==> src/rtl/wb_pkg.sv <==
// Shared Wishbone-classic definitions: bus widths, initiator state encoding and
// helpers used by initiator and future slave blocks.
package wb_pkg;

    localparam int unsigned WB_ADR_W = 30;
    localparam int unsigned WB_DAT_W = 32;
    localparam int unsigned WB_SEL_W = 4;

    typedef enum logic [1:0] {
        IDLE,
        BUS,
        RESP
    } wb_init_state_e;

    localparam logic [WB_DAT_W-1:0] WB_ERR_DATA = 32'h0;

    // Counter width able to hold TIMEOUT, never narrower than one bit.
    function automatic int unsigned wb_cnt_width(input int unsigned timeout);
        int unsigned w;
        w = $clog2(timeout + 1);
        return (w < 1) ? 1 : w;
    endfunction

endpackage

==> src/rtl/wb_timeout.sv <==
// Saturating cycle counter with synchronous clear and count enable; flags
// expiry on the last of TIMEOUT counted cycles. TIMEOUT=0 never expires.
module wb_timeout
    import wb_pkg::*;
#(
    parameter int unsigned TIMEOUT = 255
) (
    input  logic clk_i,
    input  logic rst_ni,
    input  logic clr_i,
    input  logic en_i,
    output logic expired_o
);

    localparam int unsigned CNT_W = wb_cnt_width(TIMEOUT);
    localparam logic [CNT_W-1:0] LAST = (TIMEOUT == 0) ? '0 : CNT_W'(TIMEOUT - 1);

    logic [CNT_W-1:0] cnt_q;

    always_ff @(posedge clk_i or negedge rst_ni) begin
        if (!rst_ni) begin
            cnt_q <= '0;
        end else if (clr_i) begin
            cnt_q <= '0;
        end else if (en_i && (cnt_q != '1)) begin
            cnt_q <= cnt_q + CNT_W'(1);
        end
    end

    assign expired_o = (TIMEOUT != 0) && (cnt_q == LAST);

endmodule

==> src/rtl/wb_initiator.sv <==
// Wishbone-classic bus master: one bus cycle per command from a valid/ready
// request channel, result returned on a valid/ready response channel.
module wb_initiator
    import wb_pkg::*;
#(
    parameter int unsigned TIMEOUT = 255
) (
    input  logic                clk_i,
    input  logic                rst_ni,
    input  logic                req_valid_i,
    output logic                req_ready_o,
    input  logic                req_we_i,
    input  logic [WB_ADR_W-1:0] req_adr_i,
    input  logic [WB_SEL_W-1:0] req_sel_i,
    input  logic [WB_DAT_W-1:0] req_dat_i,
    output logic                rsp_valid_o,
    input  logic                rsp_ready_i,
    output logic [WB_DAT_W-1:0] rsp_dat_o,
    output logic                rsp_err_o,
    output logic                stb_o,
    output logic                we_o,
    output logic [WB_ADR_W-1:0] adr_o,
    output logic [WB_SEL_W-1:0] sel_o,
    output logic [WB_DAT_W-1:0] dat_o,
    input  logic [WB_DAT_W-1:0] dat_i,
    input  logic                ack_i
);

    wb_init_state_e state_q, state_d;

    logic accept;
    logic ack_hit;
    logic to_hit;
    logic cnt_en;
    logic expired;

    assign req_ready_o = (state_q == IDLE) && rst_ni;
    assign accept      = req_valid_i && req_ready_o;
    assign ack_hit     = (state_q == BUS) && ack_i;
    assign to_hit      = (state_q == BUS) && !ack_i && expired;
    assign cnt_en      = (state_q == BUS) && !ack_i;

    wb_timeout #(
        .TIMEOUT(TIMEOUT)
    ) u_timeout (
        .clk_i    (clk_i),
        .rst_ni   (rst_ni),
        .clr_i    (accept),
        .en_i     (cnt_en),
        .expired_o(expired)
    );

    always_ff @(posedge clk_i or negedge rst_ni) begin
        if (!rst_ni) begin
            state_q <= IDLE;
        end else begin
            state_q <= state_d;
        end
    end

    always_comb begin
        state_d = state_q;
        case (state_q)
            IDLE:    if (accept) state_d = BUS;
            BUS:     if (ack_hit || to_hit) state_d = RESP;
            RESP:    if (rsp_ready_i) state_d = IDLE;
            default: state_d = IDLE;
        endcase
    end

    // Bus fields are left as-is after the cycle; only stb_o qualifies them.
    always_ff @(posedge clk_i or negedge rst_ni) begin
        if (!rst_ni) begin
            stb_o       <= 1'b0;
            we_o        <= 1'b0;
            adr_o       <= '0;
            sel_o       <= '0;
            dat_o       <= '0;
            rsp_valid_o <= 1'b0;
            rsp_dat_o   <= '0;
            rsp_err_o   <= 1'b0;
        end else begin
            if (accept) begin
                stb_o <= 1'b1;
                we_o  <= req_we_i;
                adr_o <= req_adr_i;
                sel_o <= req_sel_i;
                dat_o <= req_dat_i;
            end
            if (ack_hit) begin
                stb_o       <= 1'b0;
                rsp_valid_o <= 1'b1;
                rsp_err_o   <= 1'b0;
                rsp_dat_o   <= we_o ? '0 : dat_i;
            end else if (to_hit) begin
                stb_o       <= 1'b0;
                rsp_valid_o <= 1'b1;
                rsp_err_o   <= 1'b1;
                rsp_dat_o   <= WB_ERR_DATA;
            end
            if ((state_q == RESP) && rsp_ready_i) begin
                rsp_valid_o <= 1'b0;
            end
        end
    end

endmodule

==> config.mk <==
export PLATFORM = sky130hd
export DESIGN_NAME = wb_initiator
export DESIGN_NICKNAME = d
export VERILOG_FILES = /design/src/rtl/wb_pkg.sv /design/src/rtl/wb_timeout.sv /design/src/rtl/wb_initiator.sv
export SDC_FILE = /design/constraint.sdc
export NUM_CORES = 1
export LEC_CHECK = 0
export ABC_AREA = 1
export BUFFER_PORTS_ARGS = -buffer_cell sky130_fd_sc_hd__buf_2
export CAP_MARGIN = 25
export CORE_MARGIN = 4
export CORE_UTILIZATION = 47
export DETAILED_ROUTE_END_ITERATION = 12
export PLACE_DENSITY = 0.85
export SLEW_MARGIN = 10
export SYNTH_ARGS = -nofsm -noshare
export SYNTH_HDL_FRONTEND = slang
export SYNTH_SLANG_ARGS = --single-unit
export TNS_END_PERCENT = 20
==> constraint.sdc <==
create_clock -name clk_i -period 1.4 [get_ports clk_i]
set_input_delay 0.14 -clock clk_i [delete_from_list [all_inputs] [get_ports clk_i]]
set_output_delay 0.14 -clock clk_i [all_outputs]
set_load 0.1 [all_outputs]
======== After elaboration in Yosys (flattened, before gate mapping) ========
Cells that the tools add are included.
storage, ports and cells
  bits in registers ....................... 112
  bits in latches ......................... 0
  memory bits (writable) .................. 0
  bits in read-only memories .............. 0
  output and inout bits ................... 103
  logic and storage cells ................. 49
  memories kept ........................... 0
operators by class
  $add $sub $neg .......................... 1
  multipliers ............................. 0
  divide/modulo/power cells ............... 0
  order comparisons ....................... 0
  eq/ne operators ......................... 7
  shifts and indexed selects .............. 0
  mux-type cells .......................... 16
  bitwise gates (word level) .............. 0
  reductions and logical operators ........ 15
operators with widths
  operator               number
  $mux W32               3
  $mux W8                2
  $add A8 B1 Y8 const B  1
  $eq A8 B8 Y1 const B   1
  $ne A8 B8 Y1 const B   1
  $logic_and A1 B1 Y1    7
  $mux W1                7
  $mux W2                3
  $pmux W2 S3            1
  $reduce_bool A3 Y1     2
  $ne A2 B2 Y1 const B   2
  $reduce_bool A2 Y1     2
  $reduce_and A3 Y1      1
  $eq A2 B1 Y1 const B   1
  $eq A2 B2 Y1 const B   1
  $logic_not A2 Y1       1
  $ne A2 B1 Y1 const B   1
  $logic_not A1 Y1       1
  $logic_or A1 B1 Y1     1

======== Logic depth before layout (Yosys ltp) ========
  depth in word-level cells ............... 6
  gate-level depth with buffers ........... 8
  depth with buffers taken out ............ 8

======== By module ========
A second synthesis with hierarchy kept.
unflattened totals
  cell total of the unflattened synthesis .. 527
  area, all modules ....................... 4538.1 µm²
by module, submodules not included
  module        times used  cells an instance  area each (µm²)
  wb_initiator  1           452                4010.1
  wb_timeout    1           75                 528.0

======== Worst setup path before layout ========
Ideal clock, no wire load.
  kind .................................... flip-flop to flip-flop
  start ................................... register state_q[0]
  end ..................................... register adr_o[20]
  setup time .............................. 0.072 ns
  arrival time ............................ 1.939 ns
  path slack .............................. -0.611 ns
  cell stages (with the launch flop) ...... 5
  buffers on the path ..................... 1
  clock period less this slack ............ 2.011 ns
  path through ............................ dfrtp_1 nor3b_2 clkbuf_1 nand3_1 nand2_1
between the ends
  word-level cells in the longest chain between the ends .. 3
RTL lines
  item                      line                text
  start: declaration        wb_initiator.sv:29  wb_init_state_e state_q, state_d;
  start signal: assignment  wb_initiator.sv:57  state_q <= state_d;
  $logic_not A2 Y1          wb_initiator.sv:37  assign req_ready_o = (state_q == IDLE) && rst_ni;
  $logic_and A1 B1 Y1       wb_initiator.sv:37
  net req_ready_o           wb_initiator.sv:11  output logic req_ready_o,
  $logic_and A1 B1 Y1       wb_initiator.sv:38  assign accept = req_valid_i && req_ready_o;
  end signal: assignment    wb_initiator.sv:86  adr_o <= req_adr_i;
  end: declaration          wb_initiator.sv:22  output logic [WB_ADR_W-1:0] adr_o,
The timed path passes the listed nets, and every way through them passes these cells.
A chain may end at the register's enable or synchronous reset.

======== Worst setup path after layout ========
  start ................................... register state_q[1]
  end ..................................... output port req_ready_o
between the ends
  word-level cells in the longest chain between the ends .. 2
RTL lines
  item                 line
  $logic_not A2 Y1     wb_initiator.sv:37
  $logic_and A1 B1 Y1  wb_initiator.sv:37
  end: declaration     wb_initiator.sv:11
No other way between the ends.

==> impl_results.md <==
* Status: finished with violations
* Violated checks: setup timing
* Mapped Area at about 4600 um2
* Post-DP HPWL at 8780 um
* Vias in the first global route at 5254
* Crit-path cells: nor3b_4 > buf_4 > buf_12
* Post-route minimum period at 1500 ps
* Final Core Density at 0.728
* Average wire per standard cell at 17.1 um
* CP arrival at 1360 ps
* Core Region at roughly 9700 um2
* Cell Area, Placed at between 5000 and 6000 um2
* Final setup viols at 103
* Root Buffer: clkbuf_8
* Gr ovfl total at 0
* Design Area, Final at ~7000 um2
* Multi-input gate area at 1660 um2
* Post-Route WL at ~16000 um
* Port bufs at 206
* Met2 WL at approximately 7800 um
* Area growth, synth to finish at 51.6%
* DR iter-0 viols at 412
* Startpoint types: flip-flop
* Final worst-path cycle share at 1.07
* CTS tree: yes
* RSZ-0062 raised after global routing: yes
* CP peak stage delay at 420 ps
* Clk sink count at about 110
* Initial antenna violation count at 1
* Synth cell types at 25
* Die Area at between 10000 and 15000 um2
* Drt pass-1 iters at 5
* Mean Syn Cell Area at 8.89 um2
* CTS clock-pin slew for the worst setup and hold paths at 100 ps
* Layout cells sized above 1 at 0.321
* Worst Skew at roughly 13 ps
* Worst setup margin at -104 ps
* Normalized max-slew margin at 0.598
* Critical path class: reg -> out
* H-tree level count at 3
* Largest net degree at the start of global routing at 113
* MaxCap Viol Count at 0
* Worst Setup End Kind: output port
* Placed instance count at between 800 and 900
* Met1 Wirelength at between 6000 and 7000 um
* Die Ht at 107 um
* Clk buf depth at 2
* Buf/Inv on CP at 2
* Synth area leaders: dfrtp_1 60%, nand3_1 16%, nand2_1 15%, buf_2 1.8%, clkbuf_1 0.97%
* Slowest cell on the critical path: dfrtp_1
* Filler instances at 671
* Post-synthesis sequential area ratio at 0.603
* Via count at between 5000 and 6000
* Worst skew pair latency at 380 ps
* DR vias/cell at 5.37
* Share of the synthesized area in the top cell type at 0.603
* Starting Density at 0.480
* Final TNS setup at -4060 ps
* Worst-margin pin slew at 603 ps
* Top Family by Delay on Critical Path: flip-flops
* Slew Limit Fails at 0
* IO Pins at roughly 210
* GRT Total Usage at 0.291
* CP max FO at 2
* Synth area leader: dfrtp_1
* Register Area at about 2800 um2
* Met3 WL at 1670 um
* Core Rows at 36
* TritonCTS Buffers at 9
* #FFs+latches synth at between 100 and 150
* Final-report hold violation count at 0
* First-pass GRT wire length at approximately 26000 um
* DR top layer: met4
* ANT nets after route at 0
* Synth warnings at 0
* Worst Hold Class: in -> reg
* Post-route non-filler standard cell count at 948
* Placer congestion estimate at 0.859
* CP required at 1260 ps
* Max Fclk at 665 MHz
* Cells after synthesis at 523
* DRC Markers at 0
* Final #Nets at 916
* Die X at 107 um
* Mapped Nets at 629
[worst min-delay path, stage by stage]
cell     delay (ps)
buf_2            80
nand3_1          70
nand2_1          70
[sequential cells by signal, indices dropped and copies added, names as in the netlist]
name,count
dat_o,32
sel_o,4
u_timeout.cnt_q,8
state_q,2
stb_o,1
we_o,1
adr_o,30
rsp_err_o,1
rsp_dat_o,32
rsp_valid_o,1
[layer usage]
| metal | vias up | track usage |
|---|---|---|
| li1 | 2271 | - |
| met1 | 2386 | 0.355 |
| met2 | 372 | 0.486 |
| met3 | 62 | 0.0678 |
| met4 | 0 | 0.140 |
| met5 | - | 0 |
[cells in the mapped netlist (all sizes together)]
| library cell | instances |
|---|---|
| nand4 | 2 |
| buf | 23 |
| o21ai | 4 |
| nor3b | 2 |
| dfrtp | 112 |
| xor2 | 2 |
| nor2 | 12 |
| ha | 2 |
| nand3 | 146 |
| or2 | 1 |
| o21bai | 1 |
| nor3 | 1 |
| inv | 13 |
| clkbuf | 12 |
| a21oi | 3 |
| nand2 | 186 |
| xnor2 | 1 |
[per-stage QoR]
step | hold WS, ps | worst slack [ps]
after floorplan | -156 | 71.1
after global placement | 290 | 28.9
after detailed placement | 297 | -50.0
after CTS | 0.827 | -189
after global routing | 3.42 | -172
final | 12.4 | -104
[cells by family (layout without fill, tap and decap cells)]
family          count (synthesis)  after routing  share of synthesized area
fa+ha+maj                       2              2                    0.00538
simple gates                  350            350                      0.330
compound gates                  8              8                    0.00915
other cells                     0              1                          0
buf+inv                        48            339                     0.0474
xor+xnor                        3              3                    0.00565
flops                         112            112                      0.603
[cell usage in the layout, fill, tap and decap left out, drive strengths merged]
cell | synthesis | routed
buf | 23 | 233
nand2 | 186 | 186
nand3 | 146 | 146
dfrtp | 112 | 112
dlygate4sd3 | 0 | 76
inv | 13 | 13
clkbuf | 12 | 13
nor2 | 12 | 12
o21ai | 4 | 4
a21oi | 3 | 3
nand4 | 2 | 2
xor2 | 2 | 2
ha | 2 | 2
nor3b | 2 | 2
clkinv | 0 | 2
diode | 0 | 1
xnor2 | 1 | 1
nor3 | 1 | 1
or2 | 1 | 1
o21bai | 1 | 1
clkinvlp | 0 | 1
bufbuf | 0 | 1
[final timing paths]
path / startpoint / cells past startpoint / end / slack, ps
max: state_q[1]$_DFFE_PN0P_ / 3 / req_ready_o / -100
min in group asynchronous: rst_ni / 3 / u_timeout.cnt_q[5]$_DFFE_PN0P_ / 440
max in group asynchronous: rst_ni / 3 / we_o$_DFFE_PN0P_ / 460
min: dat_i[8] / 3 / rsp_dat_o[8]$_DFFE_PN0P_ / 10
max reg2reg: state_q[1]$_DFFE_PN0P_ / 7 / dat_o[27]$_DFFE_PN0P_ / -90
min reg2reg: dat_o[8]$_DFFE_PN0P_ / 2 / dat_o[8]$_DFFE_PN0P_ / 480
[timing repair]
item / CTS / global route
pin swaps: 1 / 1
gates cloned: 5 / 1
hold buffers: 76 / 0
endpoints found under the hold margin: 187 / 0
endpoints found under the setup margin: 34 / 113
gates resized for setup: 14 / 4
setup buffers: 6 / 0
[layout make-up]
cell class	instances	area share
flip-flops and latches	112	0.398
repair buffers	311	0.314
multi-input cells	363	0.235
well taps	133	0.0236
clock buffers	12	0.0192
inverters	13	0.00692
clock inverters	3	0.00302
diodes	1	0.000355
Power is left out: the tool's default activity adds up to more than one toggle a clock period on the data nets, which glitch-free logic cannot reach.
